`config.mk`:
```
export PLATFORM = sky130hd
export DESIGN_NAME = muldiv_ctrl_flat
export DESIGN_NICKNAME = d
export VERILOG_FILES = /design/src/rtl/muldiv_pkg.sv /design/src/rtl/muldiv_ctrl_if.sv /design/src/rtl/muldiv_step.sv /design/src/rtl/muldiv_ctrl.sv /design/src/flat_wrapper.sv
export SDC_FILE = /design/constraint.sdc
export NUM_CORES = 1
export LEC_CHECK = 0
export BUFFER_PORTS_ARGS = -buffer_cell sky130_fd_sc_hd__buf_4
export CAP_MARGIN = 20
export CORE_ASPECT_RATIO = 1.2
export CORE_UTILIZATION = 63
export CTS_BUF_LIST = sky130_fd_sc_hd__clkbuf_16
export DETAILED_ROUTE_END_ITERATION = 8
export PLACE_DENSITY = 0.87
export SLEW_MARGIN = 25
export SYNTH_ARGS = -nofsm -noshare
export SYNTH_HDL_FRONTEND = slang
export SYNTH_SLANG_ARGS = --single-unit
```
`constraint.sdc`:
```
create_clock -name clk -period 4.6 [get_ports clk]
set_clock_uncertainty 0.05 [all_clocks]
set_input_delay 0.23 -clock clk [delete_from_list [all_inputs] [get_ports clk]]
set_output_delay 0.23 -clock clk [all_outputs]
set_load 0.05 [all_outputs]
```
`src/rtl/muldiv_pkg.sv`:
```
// Shared encodings for the iterative multiply/divide sequencer.
// The divider is only built when MULDIV_DIV_EN is defined.
package muldiv_pkg;

    localparam int ITER = 32;

    localparam logic [1:0] OP_MULT  = 2'b00;
    localparam logic [1:0] OP_MULTU = 2'b01;
    localparam logic [1:0] OP_DIV   = 2'b10;
    localparam logic [1:0] OP_DIVU  = 2'b11;

    localparam logic [1:0] ST_IDLE = 2'd0;
    localparam logic [1:0] ST_CALC = 2'd1;
    localparam logic [1:0] ST_FIX  = 2'd2;
    localparam logic [1:0] ST_DONE = 2'd3;

    typedef enum logic [1:0] {
        S_IDLE = ST_IDLE,
        S_CALC = ST_CALC,
        S_FIX  = ST_FIX,
        S_DONE = ST_DONE
    } state_e;

    function automatic logic isSignedOp(input logic [1:0] op);
        return (op == OP_MULT) || (op == OP_DIV);
    endfunction

endpackage

```
`src/rtl/muldiv_ctrl_if.sv`:
```
// EX-stage request/result bundle for muldiv_ctrl; the pipeline side is master.
interface muldiv_ctrl_if import muldiv_pkg::*; #(parameter int WIDTH = ITER);

    logic             start;
    logic [1:0]       op;
    logic [WIDTH-1:0] a;
    logic [WIDTH-1:0] b;
    logic             flush;
    logic             wr_hi;
    logic             wr_lo;
    logic [WIDTH-1:0] wdata;
    logic             stall;
    logic             done;
    logic [WIDTH-1:0] hi;
    logic [WIDTH-1:0] lo;

    modport master (
        output start, op, a, b, flush, wr_hi, wr_lo, wdata,
        input  stall, done, hi, lo
    );

    modport slave (
        input  start, op, a, b, flush, wr_hi, wr_lo, wdata,
        output stall, done, hi, lo
    );

endinterface

```
`src/rtl/muldiv_step.sv`:
```
// One combinational iteration: shift-add for multiply, restoring subtract for divide.
// The divide path exists only when MULDIV_DIV_EN is defined.
module muldiv_step #(
    parameter int WIDTH = 32
) (
    input  logic             isDiv_i,
    input  logic [WIDTH-1:0] accHi_i,
    input  logic [WIDTH-1:0] accLo_i,
    input  logic [WIDTH-1:0] opnd_i,
    output logic [WIDTH-1:0] accHi_o,
    output logic [WIDTH-1:0] accLo_o
);

    logic [WIDTH:0] mulSum;
`ifdef MULDIV_DIV_EN
    logic [WIDTH:0] divShift;
    logic           divFits;
`else
    logic           unusedIsDiv;
    assign unusedIsDiv = isDiv_i;
`endif

    always_comb begin
        mulSum  = {1'b0, accHi_i} + (accLo_i[0] ? {1'b0, opnd_i} : '0);
        accHi_o = mulSum[WIDTH:1];
        accLo_o = {mulSum[0], accLo_i[WIDTH-1:1]};
`ifdef MULDIV_DIV_EN
        // Partial remainder is always below the divisor, so a W-bit subtract is exact.
        divShift = {accHi_i, accLo_i[WIDTH-1]};
        divFits  = divShift[WIDTH] || (divShift[WIDTH-1:0] >= opnd_i);
        if (isDiv_i) begin
            accHi_o = divFits ? (divShift[WIDTH-1:0] - opnd_i) : divShift[WIDTH-1:0];
            accLo_o = {accLo_i[WIDTH-2:0], divFits};
        end
`endif
    end

endmodule

```
`src/rtl/muldiv_ctrl.sv`:
```
// Multiply/divide sequencer: FSM, iteration counter, sign latches and HI/LO.
// Define MULDIV_DIV_EN to add DIV/DIVU; otherwise divide requests are ignored.
module muldiv_ctrl import muldiv_pkg::*; #(
    parameter int WIDTH = ITER
) (
    input logic          clk,
    input logic          rst,
    muldiv_ctrl_if.slave bus
);

    localparam int CW = $clog2(WIDTH + 1);

    state_e             state_q;
    logic [CW-1:0]      cnt_q;
    logic [WIDTH-1:0]   accHi_q;
    logic [WIDTH-1:0]   accLo_q;
    logic [WIDTH-1:0]   opnd_q;
    logic [WIDTH-1:0]   hi_q;
    logic [WIDTH-1:0]   lo_q;
    logic               signA_q;
    logic               signB_q;
    logic               isDiv_q;
    logic               done_q;

    logic [WIDTH-1:0]   stepHi_d;
    logic [WIDTH-1:0]   stepLo_d;
    logic [WIDTH-1:0]   hi_d;
    logic [WIDTH-1:0]   lo_d;
    logic [WIDTH-1:0]   absA;
    logic [WIDTH-1:0]   absB;
    logic [2*WIDTH-1:0] prod;
    logic               idleLike;
    logic               opLegal;
    logic               reqDiv;
    logic               reqSigned;
    logic               startAcc;

    always_comb begin
        idleLike = (state_q == S_IDLE) || (state_q == S_DONE);
`ifdef MULDIV_DIV_EN
        opLegal = 1'b1;
        reqDiv  = bus.op[1];
`else
        opLegal = ~bus.op[1];
        reqDiv  = 1'b0;
`endif
        startAcc  = idleLike && bus.start && !bus.flush && opLegal;
        reqSigned = isSignedOp(bus.op);
        absA = (reqSigned && bus.a[WIDTH-1]) ? -bus.a : bus.a;
        absB = (reqSigned && bus.b[WIDTH-1]) ? -bus.b : bus.b;
    end

    // Sign fixup applied in FIX; signs are only latched for signed ops.
    always_comb begin
        prod = {accHi_q, accLo_q};
        if (signA_q ^ signB_q) begin
            prod = -prod;
        end
        hi_d = prod[2*WIDTH-1:WIDTH];
        lo_d = prod[WIDTH-1:0];
`ifdef MULDIV_DIV_EN
        if (isDiv_q) begin
            lo_d = (signA_q ^ signB_q) ? -accLo_q : accLo_q;
            hi_d = signA_q ? -accHi_q : accHi_q;
        end
`endif
    end

    muldiv_step #(.WIDTH(WIDTH)) u_step (
        .isDiv_i (isDiv_q),
        .accHi_i (accHi_q),
        .accLo_i (accLo_q),
        .opnd_i  (opnd_q),
        .accHi_o (stepHi_d),
        .accLo_o (stepLo_d)
    );

    assign bus.stall = (state_q == S_CALC) || (state_q == S_FIX) || startAcc;
    assign bus.done  = done_q;
    assign bus.hi    = hi_q;
    assign bus.lo    = lo_q;

    always_ff @(posedge clk) begin
        if (rst) begin
            state_q <= S_IDLE;
            cnt_q   <= '0;
            accHi_q <= '0;
            accLo_q <= '0;
            opnd_q  <= '0;
            hi_q    <= '0;
            lo_q    <= '0;
            signA_q <= 1'b0;
            signB_q <= 1'b0;
            isDiv_q <= 1'b0;
            done_q  <= 1'b0;
        end else begin
            done_q <= 1'b0;
            if (idleLike && !startAcc) begin
                if (bus.wr_hi) hi_q <= bus.wdata;
                if (bus.wr_lo) lo_q <= bus.wdata;
            end
            if (bus.flush && state_q != S_IDLE) begin
                state_q <= S_IDLE;
            end else begin
                case (state_q)
                    S_IDLE, S_DONE: begin
                        state_q <= S_IDLE;
                        if (startAcc) begin
                            state_q <= S_CALC;
                            cnt_q   <= '0;
                            accHi_q <= '0;
                            // Divide shifts the dividend through accLo; multiply shifts the multiplier.
                            accLo_q <= reqDiv ? absA : absB;
                            opnd_q  <= reqDiv ? absB : absA;
                            signA_q <= reqSigned & bus.a[WIDTH-1];
                            signB_q <= reqSigned & bus.b[WIDTH-1];
                            isDiv_q <= reqDiv;
                        end
                    end
                    S_CALC: begin
                        accHi_q <= stepHi_d;
                        accLo_q <= stepLo_d;
                        cnt_q   <= cnt_q + CW'(1);
                        if (cnt_q == CW'(WIDTH - 1)) begin
                            state_q <= S_FIX;
                        end
                    end
                    S_FIX: begin
                        hi_q    <= hi_d;
                        lo_q    <= lo_d;
                        done_q  <= 1'b1;
                        state_q <= S_DONE;
                    end
                    default: state_q <= S_IDLE;
                endcase
            end
        end
    end

endmodule
```
`src/flat_wrapper.sv`:
```
// flat-port wrapper written by rule: the top's interface ports become plain ports
module muldiv_ctrl_flat import muldiv_pkg::*;
#(
    parameter int WIDTH = ITER
)
  (clk, rst, bus_start, bus_op, bus_a, bus_b, bus_flush, bus_wr_hi, bus_wr_lo, bus_wdata, bus_stall, bus_done, bus_hi, bus_lo);
  muldiv_ctrl_if #(.WIDTH(WIDTH)) bus_i ();
  input logic clk;
  input logic rst;
  input wire logic [$bits(bus_i.start)-1:0] bus_start;
  input wire logic [$bits(bus_i.op)-1:0] bus_op;
  input wire logic [$bits(bus_i.a)-1:0] bus_a;
  input wire logic [$bits(bus_i.b)-1:0] bus_b;
  input wire logic [$bits(bus_i.flush)-1:0] bus_flush;
  input wire logic [$bits(bus_i.wr_hi)-1:0] bus_wr_hi;
  input wire logic [$bits(bus_i.wr_lo)-1:0] bus_wr_lo;
  input wire logic [$bits(bus_i.wdata)-1:0] bus_wdata;
  output wire logic [$bits(bus_i.stall)-1:0] bus_stall;
  output wire logic [$bits(bus_i.done)-1:0] bus_done;
  output wire logic [$bits(bus_i.hi)-1:0] bus_hi;
  output wire logic [$bits(bus_i.lo)-1:0] bus_lo;
  assign bus_i.start = bus_start;
  assign bus_i.op = bus_op;
  assign bus_i.a = bus_a;
  assign bus_i.b = bus_b;
  assign bus_i.flush = bus_flush;
  assign bus_i.wr_hi = bus_wr_hi;
  assign bus_i.wr_lo = bus_wr_lo;
  assign bus_i.wdata = bus_wdata;
  assign bus_stall = bus_i.stall;
  assign bus_done = bus_i.done;
  assign bus_hi = bus_i.hi;
  assign bus_lo = bus_i.lo;
  muldiv_ctrl #(.WIDTH(WIDTH)) u_core (.clk(clk), .rst(rst), .bus(bus_i));
endmodule
```
==> results by stage <==
Run status:
- The flow ran to the end, and the final reports show no timing, DRC or antenna violations.

Die:
- The standard-cell row count is 53.
- The chip height is 149 um.
- The core region is 17,600 um^2.
- The effective utilization at floorplan is 64.5%.
- The boundary pin count is 170.
- The die covers 18,500 um^2.
- The die outline width is 124 um.

STA:
- The final critical-path share of the clock period is 76.8%.
- The number of setup violations in the final report is 0.
- The slew at the pin closest to its max-slew limit is 1050 ps.
- The final max-slew violation count is 0.
- The final hold violation count was 0.
- After layout, the minimum clock period comes to 3530 ps.
- The summed negative setup slack over all endpoints is 0 ps.
- In this run the tightest slew margin relative to its limit is 30.0%.
- The maximum achievable frequency is 283 MHz.
- Setup repair after global routing left no endpoint under its margin.

Place:
- After detailed placement, the design holds a cell count of 1,745.
- Summed over all nets, the half-perimeter wirelength after detailed placement is 24.0 mm.
- At the end of routability-driven placement, the weighted congestion stood at 0.952.
- During placement, the flow inserted port buffers numbering 169.

Global route:
- The number of global-route vias before repair is 10,583.
- The overall global routing resource usage is 34.7%.
- The number of antenna violations at the first check in global routing came to 1.
- The first global-routing pass estimated 52.1 mm of wire.
- The global route total overflow is 0.
- Entering global routing, the biggest net connects 74 pins.

Detailed routing:
- The final antenna-violating net count is 0.
- The vias per cell is 6.24.
- Wires add up to 32.2 mm.
- After detailed routing, the number of remaining DRC violations is 0.
- The via count is 11,099.
- Wire segments on met3 add up to 1.80 mm in the final route.
- The top routing layer in use is met4.
- In the final routed layout, each cell accounts on average for 18.1 um.
- The routed wire length on met2 is 16.2 mm.
- The met1 layer wirelength in the final routing is 12.8 mm.
- The number of optimization iterations in the first detailed-route pass is 7.
- The first routing iteration left 952 violations.

Cells and area:
- The number of nets in the layout is 1,688.
- The area added between synthesis and finish is 17.2%.
- The final cell count without fillers is 1,778.
- Of the cells placed in the final design, the portion with a size suffix greater than 1 is 15.7%.

Flow run:
- The count of maximum capacitance violations is 0.

Pwr:
- The clock network fraction of design power is 31.7%.
- The leakage power is 0.00557 uW.
- IR analysis of the VDD net gives a maximum drop of 0.000305 V.
- The internal power of the cells totals 3010 uW.
- The switching power summed over all nets is 1760 uW.
- The share of power burned in combinational logic is 31.6%.
- The relative contribution of sequential cells to total power is 36.8%.
- The share of total power consumed by net switching is 36.9%.
- The power density relative to cell area is 359 nW/um^2.

Yosys:
- The synthesized netlist net count is 1,580.
- Counting distinct cell types in the post-synthesis netlist gives 69.
- The most used flip-flop cell after synthesis is dfxtp_1.
- Synthesis inferred 171 register bits.
- The count of flip-flops with a built-in enable after synthesis is 0.
- The total standard cell area after synthesis is 11,300 um^2.
- Of all flip-flops after synthesis, the portion carrying an async set or reset was 0%.
- The cell count after synthesis is 1,436.
- After synthesis, the mean cell area works out to 7.89 um^2.
- The sequential-to-total area share from yosys stat is 30.2%.
- The count of synthesis-stage warnings from yosys is 0.

Clocking:
- The number of resized instances in the post-cts repair step is 0.
- The clock-pin slew of the registers on the worst-case setup and hold paths is 70 ps.
- The number of hold-repair buffers added at the cts stage is 0.
- The source-to-sink clock delay at the later pin of the worst-skew pair is 450 ps.
- The buffer depth of the longest clock path is 2.
- The buffers inserted during post-CTS setup optimization is 0.
- TritonCTS built the clock tree.
- Clock tree synthesis inserted a total of 17 buffers.
- In this run the clock root is driven by a clkbuf_16.
- The clock sink count is 171.
- The H-tree was split into 4 levels.

Critical path:
- The peak fanout along the critical path is 24.
- The required time at the worst-slack endpoint is 4890 ps.
- For the worst setup path, the data arrival time is 3820 ps.
- The critical path is of the reg2reg type.
- The kind of capture point of the worst setup path is a flip-flop.
- The critical path startpoint category is a flip-flop.

Hold path:
- The min-delay analysis places its worst path in the category in2reg.
==> cells in the final DEF, fill, tap and decap left out, types with 5 or more instances in the layout <==
master | synthesis | final
or4_1 | 6 | 6
nand2_1 | 147 | 145
o21ai_0 | 77 | 77
nand3_1 | 17 | 17
a21o_1 | 15 | 15
o41ai_1 | 12 | 12
and2_1 | 37 | 36
nor2_1 | 143 | 142
nor4_1 | 9 | 9
nor2b_1 | 7 | 6
xor2_1 | 66 | 65
inv_6 | 0 | 6
mux2_2 | 5 | 5
nand2b_1 | 15 | 15
or3_1 | 16 | 16
a311oi_1 | 5 | 5
clkbuf_16 | 0 | 17
ha_1 | 39 | 38
inv_1 | 30 | 30
a22oi_1 | 9 | 9
a21oi_1 | 120 | 120
o31ai_1 | 24 | 24
dfxtp_1 | 171 | 171
a22o_1 | 19 | 19
buf_4 | 0 | 179
nand4_1 | 6 | 6
a211oi_1 | 70 | 70
o22ai_1 | 14 | 14
o211ai_1 | 8 | 8
nor3_1 | 30 | 30
and3_1 | 6 | 6
mux2i_1 | 60 | 60
a31oi_1 | 22 | 22
xnor2_1 | 80 | 79
==> cell type report <==
type / count / area, um^2
antenna: 1 / 2.50
clock buffer: 17 / 425
clock inverter: 15 / 185
fill: 1332 / 4300
inverter: 31 / 116
multi-input combinational: 1144 / 7500
sequential: 171 / 3420
tap: 220 / 275
timing repair buffer: 179 / 1340
==> path summary, 6_finish.rpt <==
check             slack (ps)  depth (start not counted)            endpoint              start
setup / recovery        1070                         10  u_core.accHi_q[31]  u_core.accLo_q[0]
hold reg to reg          410                          2    u_core.opnd_q[0]   u_core.opnd_q[0]
hold / removal            10                          3    u_core.opnd_q[0]           bus_a[0]
setup reg to reg        1070                         10  u_core.accHi_q[31]  u_core.accLo_q[0]
==> power groups by stage <==
stage / registers, uW / logic, uW / clock network, uW
after floorplan: 2010 / 789 / 0
after global placement: 1780 / 1450 / 0
after detailed placement: 1780 / 1480 / 0
after CTS: 1750 / 1490 / 1500
after global routing: 1770 / 1610 / 1570
final: 1750 / 1510 / 1510
==> cells by family (layout without fill, tap and decap cells) <==
kind of cell	after synthesis	after routing	synth area share, %
buffers and inverters	121	242	4.03
xor gates and xnor gates	146	146	11.3
other	0	1	0
AOI/OAI and AO/OA	419	419	23.6
adders and majority gates	40	40	4.48
and+or+nand+nor	473	473	20.4
DFF	171	171	30.2
muxes	66	66	5.90
==> layer usage <==
metal	track usage (%)	vias to the layer above
met3	5.27	112
met1	39.4	5138
li1	-	5390
met4	18.7	0
met2	62.5	459
met5	0	-
==> cell usage after synthesis (all sizes together), types with 3 or more instances <==
cell type	count	share of area, %
a2111oi	3	0.23
a211oi	70	4.6
a21o	15	0.99
a21oi	120	5.3
a22o	19	1.5
a22oi	9	0.60
a311oi	5	0.39
a31oi	22	1.2
and2	37	2.0
and3	6	0.33
buf	13	0.45
clkbuf	77	2.6
dfxtp	171	30
ha	39	4.3
inv	31	1.0
mux2	6	0.60
mux2i	60	5.3
nand2	147	4.9
nand2b	16	0.91
nand3	17	0.75
nand3b	3	0.23
nand4	6	0.33
nand4b	4	0.31
nor2	144	4.8
nor2b	7	0.39
nor3	30	1.3
nor3b	3	0.20
nor4	12	0.98
nor4b	4	0.44
o211ai	8	0.53
o21ai	78	3.4
o21bai	4	0.27
o22ai	14	0.77
o31a	4	0.31
o31ai	24	1.6
o41ai	12	0.93
or2	4	0.22
or3	19	1.1
or4	10	0.80
xnor2	80	6.2
xor2	66	5.1
==> stage by stage <==
step                power [uW]  area (um^2)  setup slack [ps]  hold slack (ps)  util [%]
floorplan                 2800        11300              1450              316         -
finish                    4770        13300              1070             13.0      75.5
detailed placement        3260        12700              1180              401      72.0
CTS                       4740        13300              1110             22.4      75.5
global placement          3220        12600              1250              388      71.9
global route              4950        13300               868             37.8      75.5
==> sequential cells by signal, indices dropped and copies added (netlist names) <==
| name | flops |
|---|---|
| u_core.accHi_q | 32 |
| u_core.accLo_q | 32 |
| u_core.bus.done | 1 |
| u_core.bus.hi | 32 |
| u_core.bus.lo | 32 |
| u_core.cnt_q | 6 |
| u_core.opnd_q | 32 |
| u_core.signA_q | 1 |
| u_core.signB_q | 1 |
| u_core.state_q | 2 |
==> worst max-delay path, stage by stage (launching register included) <==
cell and delay, ps:
dfxtp_1 690, buf_4 320, and2_1 190, ha_1 330, a21o_1 190, a31oi_1 200, nand2_1 130, a211oi_1 550
a21oi_1 210, a221o_1 360, a32o_1 210
(Power assumes the default switching activity.)
